[config.mk]
export PLATFORM = sky130hd
export DESIGN_NAME = sp_ram_arbiter
export DESIGN_NICKNAME = d
export VERILOG_FILES = /design/src/rtl/sp_ram_arbiter.sv
export SDC_FILE = /design/constraint.sdc
export NUM_CORES = 1
export LEC_CHECK = 0
export ABC_CLOCK_PERIOD_IN_PS = 3500
export CORE_AREA = 4 4 238 240
export CTS_CLUSTER_SIZE = 8
export DETAILED_ROUTE_END_ITERATION = 10
export DIE_AREA = 0 0 242 244
export GPL_ROUTABILITY_DRIVEN = 0
export SLEW_MARGIN = 20
export SYNTH_ARGS = -nofsm -noshare
export SYNTH_HDL_FRONTEND = slang
export SYNTH_SLANG_ARGS = --single-unit
[constraint.sdc]
create_clock -name clk -period 3.5 [get_ports clk]
set_input_delay 0.525 -clock clk [delete_from_list [all_inputs] [get_ports clk]]
set_output_delay 0.525 -clock clk [all_outputs]
set_load 0.01 [all_outputs]
[src/rtl/sp_ram_arbiter.sv]
// Two-port arbiter in front of a single-port RAM with lock ownership.
// Optional macro SP_RAM_ARB_ROUND_ROBIN_EN: round-robin pointer, else port 0 fixed priority.
module sp_ram_arbiter #(
    parameter int ADDR_WIDTH = 10,
    parameter int DATA_WIDTH = 64
) (
    input  logic                  clk,
    input  logic                  rst,
    input  logic                  ram_hold,
    input  logic                  p0_req_valid,
    output logic                  p0_req_ready,
    input  logic                  p0_req_we,
    input  logic                  p0_req_lock,
    input  logic [ADDR_WIDTH-1:0] p0_req_addr,
    input  logic [DATA_WIDTH-1:0] p0_req_wdata,
    input  logic [DATA_WIDTH-1:0] p0_req_wmask,
    output logic                  p0_rsp_valid,
    output logic [DATA_WIDTH-1:0] p0_rsp_rdata,
    input  logic                  p1_req_valid,
    output logic                  p1_req_ready,
    input  logic                  p1_req_we,
    input  logic                  p1_req_lock,
    input  logic [ADDR_WIDTH-1:0] p1_req_addr,
    input  logic [DATA_WIDTH-1:0] p1_req_wdata,
    input  logic [DATA_WIDTH-1:0] p1_req_wmask,
    output logic                  p1_rsp_valid,
    output logic [DATA_WIDTH-1:0] p1_rsp_rdata,
    output logic                  ram_clk_en,
    output logic                  ram_rdw_en,
    output logic [ADDR_WIDTH-1:0] ram_addr,
    output logic [DATA_WIDTH-1:0] ram_data_in,
    output logic [DATA_WIDTH-1:0] ram_data_mask_in,
    input  logic [DATA_WIDTH-1:0] ram_data_out
);

    typedef enum logic [1:0] {
        ARB  = 2'd0,
        OWN0 = 2'd1,
        OWN1 = 2'd2
    } state_e;

    state_e     state_q, state_d;
    logic       ptr_q, ptr_d;
    // tag: [1] read outstanding, [0] issuing port
    logic [1:0] tag_q, tag_d;

    logic gnt0, gnt1, gnt_any, gnt_we, gnt_lock;

    // Grant selection: ownership restricts, pointer breaks ties in ARB
    always_comb begin
        gnt0 = 1'b0;
        gnt1 = 1'b0;
        if (!rst && !ram_hold) begin
            case (state_q)
                ARB: begin
                    if (p0_req_valid && p1_req_valid) begin
                        gnt0 = ~ptr_q;
                        gnt1 = ptr_q;
                    end else begin
                        gnt0 = p0_req_valid;
                        gnt1 = p1_req_valid;
                    end
                end
                OWN0:    gnt0 = p0_req_valid;
                OWN1:    gnt1 = p1_req_valid;
                default: ;
            endcase
        end
    end

    assign p0_req_ready = gnt0;
    assign p1_req_ready = gnt1;
    assign gnt_any      = gnt0 | gnt1;
    assign gnt_we       = gnt1 ? p1_req_we   : p0_req_we;
    assign gnt_lock     = gnt1 ? p1_req_lock : p0_req_lock;

    // RAM command mux; all zero when nothing is granted
    always_comb begin
        ram_clk_en       = gnt_any;
        ram_rdw_en       = 1'b0;
        ram_addr         = '0;
        ram_data_in      = '0;
        ram_data_mask_in = '0;
        if (gnt1) begin
            ram_rdw_en       = p1_req_we;
            ram_addr         = p1_req_addr;
            ram_data_in      = p1_req_wdata;
            ram_data_mask_in = p1_req_wmask;
        end else if (gnt0) begin
            ram_rdw_en       = p0_req_we;
            ram_addr         = p0_req_addr;
            ram_data_in      = p0_req_wdata;
            ram_data_mask_in = p0_req_wmask;
        end
    end

    // Ownership FSM, priority pointer and response tag next-state
    always_comb begin
        state_d = state_q;
        ptr_d   = ptr_q;
        tag_d   = {gnt_any & ~gnt_we, gnt1};
        case (state_q)
            ARB: begin
                if (gnt_any) begin
                    if (gnt_lock) begin
                        state_d = gnt1 ? OWN1 : OWN0;
                    end
`ifdef SP_RAM_ARB_ROUND_ROBIN_EN
                    ptr_d = ~gnt1;
`endif
                end
            end
            OWN0, OWN1: begin
                if (gnt_any && !gnt_lock) begin
                    state_d = ARB;
                end
            end
            default: state_d = ARB;
        endcase
`ifndef SP_RAM_ARB_ROUND_ROBIN_EN
        ptr_d = 1'b0;
`endif
    end

    // State registers, cleared asynchronously so an in-flight read is dropped
    always_ff @(posedge clk or posedge rst) begin
        if (rst) begin
            state_q <= ARB;
            ptr_q   <= 1'b0;
            tag_q   <= 2'b00;
        end else begin
            state_q <= state_d;
            ptr_q   <= ptr_d;
            tag_q   <= tag_d;
        end
    end

    assign p0_rsp_valid = tag_q[1] & ~tag_q[0];
    assign p1_rsp_valid = tag_q[1] &  tag_q[0];
    assign p0_rsp_rdata = p0_rsp_valid ? ram_data_out : '0;
    assign p1_rsp_rdata = p1_rsp_valid ? ram_data_out : '0;

endmodule

==> impl_results.md, run 1 <==
* Path category of the worst min-delay check: in -> async
* Number of hold violations in the final report at 0
* Clk root buf: sky130_fd_sc_hd__clkbuf_16
* Count of buffers from port buffering at a little over 600
* Die footprint at between 50,000 and 60,000 um2
* Run status: complete, no violations
* Reg area at around 100 um2
* Floorplan row count at 86
* Clock tree from TritonCTS: yes
* Routed length per placed instance at ~15 um
* Count of routing violations after the opening detailed-route iteration at 242
* Max Cap Viol at 0
* Reg clk slew, reported paths at ~0.030 ns
* Largest voltage drop on the vdd net at roughly 0.00016 V
* Share of cell area taken by muxes after synthesis at 0.00308
* Largest net degree at the start of global routing at 67
* Main combinational cell family by area after synthesis: simple AND/OR/NAND/NOR gates
* Post-synthesis to final-layout area growth at 217%
* Fraction of final layout cells with drive strength greater than 1 at 0.0229
* Initial DRT Pass Iterations at 4
* Number of clock sinks seen by CTS at 4
* Effective utilization at floorplan at 0.0595
* Global-route wire length before repair at 40,900 um
* Post-detailed-routing wire length at approximately 29,000 um
* Sequential share of the synthesized area at 0.0308
* Cell type with the largest total area after synthesis: sky130_fd_sc_hd__nand2_1
* Max Buffers Root-to-Sink at 2
* Flops & latches, synth at 4
* Area of the placeable core at 54,700 um2
* RSZ-0062 raised after global routing: no
* Combined area of all synthesized cells at between 3000 and 4000 um2
* Worst slew margin relative to its limit at 0.599
* Highest net fanout along the worst path at 66
* Synth cell types at 29
* Fillcell total at ~6,200
* Path depth of the worst reg2reg path at 9
* Achievable Freq at around 300 MHz
* Maximum clock skew at final layout at ~0.0033 ns
* Detailed-route DRC error count at 0
* Share of Yosys cell area claimed by the top area cell type at 0.322
* Cell Count, Final, Fillers Out at around 1,900
* Width of the die at roughly 240 um
* Destination of the worst register-to-register timing path: tag_q[1]
* Net count after synthesis at between 1,000 and 1,500
* Worst R2R Setup Slack at between 1 and 1.5 ns
* Final standard cell utilization of the core at 0.188
* Final sum of negative setup slack at 0 ns
* Vias post-DR at 6,678
* GRT Total Usage at 0.0891
* Clock latency of the later-clocked register in the worst-skew pair at 0.22 ns
* Post-synthesis simple-gate area fraction at 0.810
* Area contributors post-synth: sky130_fd_sc_hd__nand2_1 32%, sky130_fd_sc_hd__nand3_1 22%, sky130_fd_sc_hd__and2_1 13%, sky130_fd_sc_hd__and3_1 13%, sky130_fd_sc_hd__buf_2 4.2%
* Synthesized instance count at between 600 and 700
* Count of endpoints failing setup in the final report at 0
* Number of nets at the end of the flow at between 1,500 and 2,000
* Vert. Die Dim at between 200 and 250 um
* Post-synthesis average cell area at ~5.0 um2
* I/O pin total at between 600 and 700
* Detailed placer's ending HPWL at between 20,000 and 30,000 um
* CP Data Arrival Time at 2.82 ns
* Gates resized, CTS repair at 0
* Initial antenna violation count at 9
* Category of the most critical setup path: in -> out
* WP data required at approximately 3.0 ns
* Worst Tran Pin Value at 0.602 ns
* Adder and majority cell fraction of the synthesized area at 0.0154
* Final critical path time including I/O delays and setup at 3.35 ns
* Via count of the first global-routing pass at approximately 6,700
* Final Slew Violations at 0
* Level count of the clock H-tree at 1
* Crit end category: primary output
* Global route total overflow at 0
* Area fraction in compound gates after synthesis at 0.0204
* Nature of the critical path startpoint: primary input
* Parity-gate share of the synthesized area counting xor and xnor cells at 0
* Final period utilization at 0.957
* # Post-CTS Setup Buffers at 0
* Per-cell via count in the routed design at about 3.5
* Placed cells at 1,924
* Hold buffers post-CTS at 0
* Number of warnings issued by yosys at 0
* Power density cells at roughly 200 nW/um2
* Total area of multi-input combinational cells at about 2800 um2
* Final ANT Viol Nets at 0
* Clock buffers created by TritonCTS at 3
* Critical R2R Launch: state_q[0]
* Static power due to leakage at roughly 4.3 nW
==> cell usage after synthesis <==
cell,n
sky130_fd_sc_hd__nand2_1,279
sky130_fd_sc_hd__nand3_1,140
sky130_fd_sc_hd__and2_1,66
sky130_fd_sc_hd__and3_1,66
sky130_fd_sc_hd__buf_2,27
sky130_fd_sc_hd__clkbuf_1,25
sky130_fd_sc_hd__buf_4,9
sky130_fd_sc_hd__buf_6,7
sky130_fd_sc_hd__dfrtp_1,4
sky130_fd_sc_hd__ha_1,4
sky130_fd_sc_hd__inv_1,3
sky130_fd_sc_hd__nor2_1,3
sky130_fd_sc_hd__nor2b_1,2
sky130_fd_sc_hd__a21o_1,1
sky130_fd_sc_hd__a21oi_1,1
sky130_fd_sc_hd__a31oi_1,1
sky130_fd_sc_hd__a41oi_1,1
sky130_fd_sc_hd__and3b_1,1
sky130_fd_sc_hd__inv_2,1
sky130_fd_sc_hd__mux2i_1,1
sky130_fd_sc_hd__nand3b_1,1
sky130_fd_sc_hd__nand4_1,1
sky130_fd_sc_hd__nor3b_1,1
sky130_fd_sc_hd__o211ai_1,1
sky130_fd_sc_hd__o211ai_2,1
sky130_fd_sc_hd__o21ai_0,1
sky130_fd_sc_hd__o21ai_1,1
sky130_fd_sc_hd__o221ai_1,1
sky130_fd_sc_hd__or2_2,1
==> sequential cells by signal, summed over array words and instances (netlist names) <==
name,count
state_q,2
tag_q,2
==> how the worst max path moves through the flow <==
stage | startpoint | to | slack (ns) | cells after the start
floorplan | state_q[0] | ram_addr[0] | 1.34 | 9
detailed placement | ram_hold | ram_data_mask_in[3] | 0.16 | 7
CTS | ram_hold | ram_data_mask_in[3] | 0.15 | 7
finish | rst | ram_data_in[40] | 0.15 | 7
global route | rst | ram_data_mask_in[3] | 0.09 | 7
global placement | rst | ram_data_in[40] | 0.21 | 7
==> cells in the final DEF, fill, tap and decap left out, drive strengths merged, types with 4 or more instances in the layout <==
cell,count
and2,66
and3,66
buf,18
clkbuf,4
clkdlybuf4s50,619
dfrtp,4
ha,4
inv,4
nand2,279
nand3,140
==> final cells by class <==
type / count / area share
Sequential cell: 4 / 0.00996
Timing Repair Buffer: 637 / 0.625
Clock buffer: 4 / 0.00765
Inverter: 4 / 0.00170
Tap cell: 704 / 0.0855
Antenna cell: 2 / 0.000486
Multi-Input combinational cell: 575 / 0.270
==> where the power goes <==
group / internal [W] / leakage, nW / switching [W] / total, W
logic: 0.00102 / 4.24 / 0.000810 / 0.00183
registers: 0.0000606 / 0.0505 / 0.0000124 / 0.0000730
clock network: 0.000150 / 0.0382 / 0.0000320 / 0.000182
total: 0.00123 / 4.33 / 0.000854 / 0.00209
==> per-stage QoR <==
step / total power [W] / cell area [um2] / worst slack, ns / hold WS, ns
global route: 0.00224 / 10300 / 0.0922 / 0.610
finish: 0.00209 / 10300 / 0.152 / 0.573
detailed placement: 0.00192 / 10200 / 0.156 / 0.595
CTS: 0.00211 / 10300 / 0.147 / 0.582
global placement: 0.00190 / 10200 / 0.212 / 0.595
floorplan: 0.000802 / 3250 / 1.34 / 0.291
==> cells by family (layout without fill, tap and decap cells) <==
family / Yosys count / count (layout)
other cells: 0 / 2
fa+ha+maj: 4 / 4
compound gates: 9 / 9
simple gates: 561 / 561
flops: 4 / 4
mux: 1 / 1
buf+inv: 72 / 645
==> worst max-delay path, stage by stage <==
cell                              delay (ns)
sky130_fd_sc_hd__clkdlybuf4s50_1        0.46
sky130_fd_sc_hd__nor2_1                 0.38
sky130_fd_sc_hd__and3_4                 0.32
sky130_fd_sc_hd__buf_12                 0.26
sky130_fd_sc_hd__nand3_1                0.13
sky130_fd_sc_hd__nand2_1                0.14
sky130_fd_sc_hd__clkdlybuf4s50_1        0.55
==> layer usage <==
layer | GRT usage | vias to the layer above | wire length (um)
li1 | - | 3268 | -
met1 | 0.0878 | 2909 | 10000
met2 | 0.173 | 449 | 15200
met3 | 0.0343 | 46 | 2940
met4 | 0.0242 | 6 | 878
met5 | 0 | - | 34
Power figures use the tool's default switching activity.
==> inputs of run 2 (changes only) <==
--- a/config.mk
+++ b/config.mk
@@ -6,12 +6,12 @@
 export NUM_CORES = 1
 export LEC_CHECK = 0
 export ABC_CLOCK_PERIOD_IN_PS = 3500
-export CORE_AREA = 4 4 238 240
+export CORE_AREA = 2 2 243 245
 export CTS_CLUSTER_SIZE = 8
 export DETAILED_ROUTE_END_ITERATION = 10
-export DIE_AREA = 0 0 242 244
+export DIE_AREA = 0 0 245 247
 export GPL_ROUTABILITY_DRIVEN = 0
-export SLEW_MARGIN = 20
+export PLACE_DENSITY_LB_ADDON = 0.05
 export SYNTH_ARGS = -nofsm -noshare
 export SYNTH_HDL_FRONTEND = slang
 export SYNTH_SLANG_ARGS = --single-unit
==> run 2 against run 1 <==
Effect of this change: flip-flop and latch count unchanged; sequential power about the same; wire length up 24%; total power up 5.3%; critical endpoint is now ram_data_mask_in[63]; highest routed layer unchanged.
==> impl_results.md, run 2 (synthesis gave the netlist of run 1 again) <==
* Slowest cell on the critical path: sky130_fd_sc_hd__clkdlybuf4s50_1
* Static power due to leakage at 4.39 nW (+1.4%)
* RSZ-0062 raised after global routing: no
* Via count of the first global-routing pass at 6,658 (-0.83%)
* Clk root buf: sky130_fd_sc_hd__clkbuf_16
* GRT Total Usage at 0.110 (+0.0212)
* Power share of the combinational group at 0.882 (+0.004)
* Dpl cell area at 10,500 um2 (+2.3%)
* Floorplan row count at 89 (+3.5%)
* Effective utilization at floorplan at 0.0558 (-0.00365)
* Largest net degree at the start of global routing at 86 (+28%)
* Post-synthesis to final-layout area growth at 224%
* Total area of multi-input combinational cells at 2780 um2 (unchanged)
* Worst slew margin relative to its limit at 0.560 (-0.0390)
* Gates resized, CTS repair at 0 (unchanged)
* Per-cell via count in the routed design at 3.27 (-5.4%)
* Nature of the critical path startpoint: primary input
* Final instance area at 10,500 um2 (+2.3%)
* Final period utilization at 0.952 (-0.00440)
* Run status: complete, no violations
* Number of clock sinks seen by CTS at 4 (unchanged)
* Switching share of power at 0.417 (+0.00796)
* Most repeated library cell on the critical path: sky130_fd_sc_hd__clkdlybuf4s50_1
* Chain of cells forming the critical path: clkdlybuf4s50_1, and3b_1, o211ai_4, buf_12, nand3_1, nand2_1, clkdlybuf4s50_1
* Power density cells at 209 nW/um2 (+2.9%)
* Most frequent cells in the layout: 620 x sky130_fd_sc_hd__clkdlybuf4s50_1, 279 x sky130_fd_sc_hd__nand2_1, 140 x sky130_fd_sc_hd__nand3_1
* Worst Tran Pin Value at 0.661 ns (+0.0585 ns)
* Count of routing violations after the opening detailed-route iteration at 135 (-44%)
* Crit end category: primary output
* Die footprint at 60,500 um2 (+2.5%)
* Share of total power in sequential cells at 0.033 (-0.002)
* # Post-CTS Setup Buffers at 0 (unchanged)
* Clock share of power at 0.085 (-0.002)
* Crit path buf inv count at 3 (unchanged)
* Post-detailed-routing wire length at 36,100 um (+24%)
* Vert. Die Dim at 247 um (+1.2%)
* Max Buffers Root-to-Sink at 2 (unchanged)
* Reg clk slew, reported paths at 0.03 ns (about the same)
* Width of the die at 245 um (+1.2%)
* Routed length per placed instance at 18.0 um (+19%)
* Reg area at 103 um2 (unchanged)
* Count of buffers from port buffering at 620 (unchanged)
* Largest delay share family, worst path: buffers and inverters
* Achievable Freq at 300 MHz (+0.46%)
* Net switching power figure at 0.000917 W (+7.3%)
* Number of hold violations in the final report at 0 (unchanged)
* Largest stage delay on the critical path at 0.56 ns (about the same)
* Int Power at 0.00128 W (+3.9%)
* Path category of the worst min-delay check: in -> async
* Largest registers ranked by flip-flop count: state_q x2, tag_q x2
* Fraction of final layout cells with drive strength greater than 1 at 0.0284 (+0.00553)
* WP data required at 2.97 ns (about the same)
* Initial antenna violation count at 8 (-1)
* Clock latency of the later-clocked register in the worst-skew pair at 0.23 ns (about the same)
* Global route total overflow at 0 (unchanged)
* Vias post-DR at 6,577 (-1.5%)
* Category of the most critical setup path: in -> out
* Final sum of negative setup slack at 0 ns (unchanged)
* Maximum clock skew at final layout at 0.000124 ns (-0.00321 ns)
* Area of the placeable core at 58,200 um2 (+6.5%)
* Level count of the clock H-tree at 1 (unchanged)
* Detailed-route DRC error count at 0 (unchanged)
* Initial DRT Pass Iterations at 4 (unchanged)
* Final Slew Violations at 0 (unchanged)
* Global-route wire length before repair at 48,700 um (+19%)
* Count of endpoints failing setup in the final report at 0 (unchanged)
* Commonest non-fill, non-tap cell in the layout: sky130_fd_sc_hd__clkdlybuf4s50_1
* Largest voltage drop on the vdd net at 0.0000871 V (-47%)
* Hold buffers post-CTS at 0 (unchanged)
* Fillcell total at 6,704 (+8.4%)
* Final ANT Viol Nets at 0 (unchanged)
* Highest net fanout along the worst path at 85 (+29%)
* Max Cap Viol at 0 (unchanged)
* CP Data Arrival Time at 2.81 ns (about the same)
* Number of nets at the end of the flow at 1,586 (+0.51%)
* I/O pin total at 621 (unchanged)
* Clock buffers created by TritonCTS at 3 (unchanged)
* Detailed placer's ending HPWL at 30,100 um (+19%)
* Clock tree from TritonCTS: yes
* Final critical path time including I/O delays and setup at 3.33 ns (-0.0154 ns)
run 2: path summary, 6_finish.rpt:
check | endpoint | startpoint | slack (ns) | depth (start not counted)
hold reg to reg | state_q[0] | state_q[0] | 0.61 | 2
min in group clk | state_q[0] | state_q[0] | 0.61 | 2
hold / removal | state_q[1] | rst | 0.57 | 2
max in group asynchronous | tag_q[1] | rst | 2.72 | 2
setup / recovery | ram_data_mask_in[63] | p0_req_valid | 0.17 | 7
setup reg to reg | tag_q[1] | state_q[0] | 1.45 | 7
run 2: layout make-up:
class,instances,area share
diodes,4,0.000950
flip-flops and latches,4,0.00974
multi-input cells,575,0.264
inverters,4,0.00166
clock buffers,4,0.00748
repair buffers,645,0.624
well taps,773,0.0918
run 2: power groups by stage:
stage | registers, W | clock network (W) | logic (W)
2_1_floorplan | 0.0000681 | 0 | 0.000734
6_report | 0.0000728 | 0.000188 | 0.00194
3_5_place_dp | 0.0000725 | 0 | 0.00198
3_3_place_gp | 0.0000749 | 0 | 0.00202
5_1_grt | 0.0000751 | 0.000197 | 0.00210
4_1_cts | 0.0000730 | 0.000193 | 0.00199
run 2: layer usage:
| metal | share of wire | global-route usage | up-vias |
|---|---|---|---|
| li1 | - | - | 3284 |
| met4 | 0.0044 | 0.0131 | 6 |
| met1 | 0.35 | 0.109 | 2979 |
| met3 | 0.087 | 0.0397 | 14 |
| met2 | 0.56 | 0.222 | 294 |
| met5 | 0.00086 | 0 | - |
run 2: through the flow:
step	setup slack (ns)	cells	util	power, W	hold WS [ns]
after floorplan	1.34	651	-	0.000802	0.291
after global placement	0.138	2001	0.179	0.00210	0.641
after detailed placement	0.145	2001	0.179	0.00205	0.616
after CTS	0.126	2005	0.181	0.00225	0.587
after global routing	0.0277	2007	0.181	0.00237	0.603
final	0.167	2009	0.181	0.00220	0.566
==> inputs of run 3 (changes only) <==
--- a/config.mk
+++ b/config.mk
@@ -5,13 +5,15 @@
 export SDC_FILE = /design/constraint.sdc
 export NUM_CORES = 1
 export LEC_CHECK = 0
+export ABC_AREA = 1
 export ABC_CLOCK_PERIOD_IN_PS = 3500
-export CORE_AREA = 2 2 243 245
+export CORE_AREA = 2 2 240 242
 export CTS_CLUSTER_SIZE = 8
 export DETAILED_ROUTE_END_ITERATION = 10
-export DIE_AREA = 0 0 245 247
+export DIE_AREA = 0 0 242 244
 export GPL_ROUTABILITY_DRIVEN = 0
 export PLACE_DENSITY_LB_ADDON = 0.05
+export RECOVER_POWER = 100
 export SYNTH_ARGS = -nofsm -noshare
 export SYNTH_HDL_FRONTEND = slang
 export SYNTH_SLANG_ARGS = --single-unit
==> run 3 against run 2 <==
Effect of this change: wire length up 0.82%; synthesized cell count grew 11%; final cell count up 2.9%; area after synthesis down 2.8%; die area is 2.4% lower; largest cell class unchanged; largest power group unchanged; highest routed layer unchanged.
==> impl_results.md, run 3 <==
* # Post-CTS Setup Buffers at 0 (unchanged)
* Global route total overflow at 0 (unchanged)
* Detailed placer's ending HPWL at 31,400 um (+4.2%)
* Met2 usage at 0.234 (+0.0111)
* Number of nets at the end of the flow at 1,662 (+4.8%)
* Final ANT Viol Nets at 0 (unchanged)
* Largest voltage drop on the vdd net at 0.000199 V (+130%)
* Number of warnings issued by yosys at 0 (unchanged)
* Post-detailed-routing wire length at 36,400 um (+0.82%)
* Post-synth EDFFs at 0 (unchanged)
* Most instantiated flip-flop cell in the synthesis netlist: sky130_fd_sc_hd__dfrtp_1
* Most heavily used metal layer in global routing: met2
* Width of the die at 242 um (-1.2%)
* Initial DRT Pass Iterations at 4 (unchanged)
* Fillcell total at 6,457 (-3.7%)
* Via count of the first global-routing pass at 6,713 (+0.83%)
* Share of Yosys cell area claimed by the top area cell type at 0.347 (+0.0246)
* Cell type with the largest total area after synthesis: sky130_fd_sc_hd__nand2_1
* Max Buffers Root-to-Sink at 2 (unchanged)
* Path category of the worst min-delay check: reg -> reg
* Clock tree from TritonCTS: yes
* Static power due to leakage at 5.32 nW (+21%)
* Floorplan row count at 87 (-2.2%)
* Number of hold violations in the final report at 0 (unchanged)
* RSZ-0062 raised after global routing: no
* Count of buffers from port buffering at 620 (unchanged)
* Crit end category: primary output
* Vert. Die Dim at 244 um (-1.2%)
* Combined area of all synthesized cells at 3160 um2 (-2.8%)
* Highest net fanout along the worst path at 41 (-52%)
* Initial antenna violation count at 9 (+1)
* Launch point of the worst hold path: state_q[0]
* Clock share of power at 0.112 (+0.027)
* Final critical path time including I/O delays and setup at 3.27 ns (-0.0593 ns)
* Count of endpoints failing setup in the final report at 0 (unchanged)
* Final sum of negative setup slack at 0 ns (unchanged)
* Share of total power in sequential cells at 0.041 (+0.008)
* Commonest non-fill, non-tap cell in the layout: sky130_fd_sc_hd__clkdlybuf4s50_1
* Detailed-route DRC error count at 0 (unchanged)
* Per-cell via count in the routed design at 3.18 (-2.8%)
* Category of the most critical setup path: in -> out
* Power share of the combinational group at 0.847 (-0.035)
* Met3 track demand over resource at 0.0473 (+0.00758)
* Area of the placeable core at 56,200 um2 (-3.6%)
* Clock latency of the later-clocked register in the worst-skew pair at 0.22 ns (about the same)
* I/O pin total at 621 (unchanged)
* Sequential share of the synthesized area at 0.0317 (+0.000878)
* Vias post-DR at 6,575 (-0.030%)
* Area contributors post-synth: sky130_fd_sc_hd__nand2_1 35%, sky130_fd_sc_hd__nand3_1 23%, sky130_fd_sc_hd__nor2_1 16%, sky130_fd_sc_hd__inv_1 9.1%, sky130_fd_sc_hd__buf_6 3.2%
* Nature of the critical path startpoint: primary input
* Library cell with the highest instance count after synthesis: sky130_fd_sc_hd__nand2_1
* Fraction of final layout cells with drive strength greater than 1 at 0.0214 (-0.00699)
* Hold buffers post-CTS at 0 (unchanged)
* Routed length per placed instance at 17.6 um (-2.0%)
* Count of routing violations after the opening detailed-route iteration at 198 (+47%)
* Clk root buf: sky130_fd_sc_hd__clkbuf_16
* Reg clk slew, reported paths at 0.03 ns (about the same)
* Largest net degree at the start of global routing at 59 (-31%)
* Post-synthesis average cell area at 4.39 um2 (-12%)
* Switching share of power at 0.404 (-0.0135)
* Post-synthesis to final-layout area growth at 226%
* Power density cells at 151 nW/um2 (-27%)
* CP Data Arrival Time at 2.75 ns (-0.06 ns)
* Maximum clock skew at final layout at 0.000218 ns (+0.0000939 ns)
* GRT met1 Usage at 0.112 (+0.00244)
* Run status: complete, no violations
* Most frequent cells in the layout: 374 x sky130_fd_sc_hd__clkdlybuf4s50_1, 292 x sky130_fd_sc_hd__nand2_1, 246 x sky130_fd_sc_hd__dlygate4sd3_1
* Worst Tran Pin Value at 0.662 ns (+0.00119 ns)
* Flops & latches, synth at 4 (unchanged)
* Async S/R FF share, synth at 1.00 (unchanged)
* Critical path origin: rst
* Post-synth top cells: 292 x sky130_fd_sc_hd__nand2_1, 143 x sky130_fd_sc_hd__nand3_1, 132 x sky130_fd_sc_hd__nor2_1
* Global-route wire length before repair at 50,000 um (+2.6%)
* Pwr Total at 0.00156 W (-29%)
* Net count after synthesis at 1,073 (+6.9%)
* Net switching power figure at 0.000629 W (-31%)
* Achievable Freq at 306 MHz (+1.8%)
* Critical R2R Launch: state_q[0]
* Largest registers ranked by flip-flop count: state_q x2, tag_q x2
* Number of clock sinks seen by CTS at 4 (unchanged)
* Level count of the clock H-tree at 1 (unchanged)
* Synthesized instance count at 720 (+11%)
* Clock buffers created by TritonCTS at 3 (unchanged)
* Final Slew Violations at 0 (unchanged)
* Max Cap Viol at 0 (unchanged)
* Worst slew margin relative to its limit at 0.558 (-0.00186)
* WP data required at 2.97 ns (about the same)
* Die footprint at 59,000 um2 (-2.4%)
* Int Power at 0.000929 W (-27%)
* GRT Total Usage at 0.116 (+0.00551)
* Effective utilization at floorplan at 0.0563 (+0.000454)
* Final period utilization at 0.935 (-0.0169)
* Gates resized, CTS repair at 0 (unchanged)
* Synth cell types at 19 (-34%)
==> run 3: changes by cell type after synthesis, moves of 7 or more <==
cell / change
sky130_fd_sc_hd__inv_1: +74
sky130_fd_sc_hd__buf_2: -7
sky130_fd_sc_hd__clkbuf_1: -14
sky130_fd_sc_hd__nor2_1: +129
sky130_fd_sc_hd__and2_1: -66
sky130_fd_sc_hd__and3_1: -66
sky130_fd_sc_hd__nand2_1: +13
==> run 3: final timing paths <==
check                                  to  slack (ns)  cells after the start
hold reg to reg                state_q[0]        0.51                      2
setup / recovery           ram_data_in[0]        0.23                     10
hold / removal                 state_q[0]        0.51                      2
min in group asynchronous      state_q[1]        0.75                      3
max in group asynchronous        tag_q[0]        2.55                      3
setup reg to reg               state_q[0]        1.38                     12
==> run 3: worst max-delay path: stages <==
cell and delay (ns):
sky130_fd_sc_hd__clkdlybuf4s50_1 0.49, sky130_fd_sc_hd__inv_1 0.09, sky130_fd_sc_hd__nand2_1 0.12, sky130_fd_sc_hd__nor2_2 0.07, sky130_fd_sc_hd__nand2_4 0.09, sky130_fd_sc_hd__buf_12 0.22, sky130_fd_sc_hd__buf_4 0.29, sky130_fd_sc_hd__nand3_1 0.10
sky130_fd_sc_hd__nand2_1 0.07, sky130_fd_sc_hd__dlygate4sd3_1 0.64
==> run 3: final cells by class <==
| cell class | count | area, um2 | share of cell area |
|---|---|---|---|
| Sequential cell | 4 | 100 | 0.00971 |
| Antenna cell | 4 | 10.0 | 0.000971 |
| Timing Repair Buffer | 642 | 6460 | 0.627 |
| Inverter | 81 | 309 | 0.0300 |
| Tap cell | 756 | 946 | 0.0918 |
| Multi-Input combinational cell | 577 | 2400 | 0.233 |
| Clock buffer | 3 | 75.1 | 0.00729 |
==> run 3: power by group through the flow <==
| stage | clock, W | sequential, W | combinational (W) |
|---|---|---|---|
| final | 0.000175 | 0.0000634 | 0.00132 |
| after global routing | 0.000184 | 0.0000650 | 0.00144 |
| after CTS | 0.000179 | 0.0000640 | 0.00142 |
| after detailed placement | 0 | 0.0000638 | 0.00142 |
| after global placement | 0 | 0.0000647 | 0.00144 |
| after floorplan | 0 | 0.0000614 | 0.000478 |
==> run 3: through the flow <==
stage / cell area (um2) / setup slack (ns) / instances / util / hold WS, ns
after global routing: 10300 / 0.0492 / 2066 / 0.183 / 0.555
final: 10300 / 0.227 / 2067 / 0.183 / 0.512
after global placement: 10300 / 0.171 / 2060 / 0.183 / 0.518
after floorplan: 3160 / 1.49 / 720 / - / 0.274
after detailed placement: 10300 / 0.182 / 2060 / 0.183 / 0.512
after CTS: 10300 / 0.163 / 2063 / 0.184 / 0.519
==> run 3: cell families after synthesis <==
group           count (synthesis)  share of synthesized area
fa+ha+maj                       4                     0.0158
compound gates                  4                    0.00792
buf+inv                       139                      0.211
simple gates                  569                      0.734
flops                           4                     0.0317
==> run 3: layer usage <==
metal,share of wire,up-vias
li1,-,3351
met1,0.34,2907
met2,0.56,295
met3,0.092,16
met4,0.0083,6
met5,0.00091,-
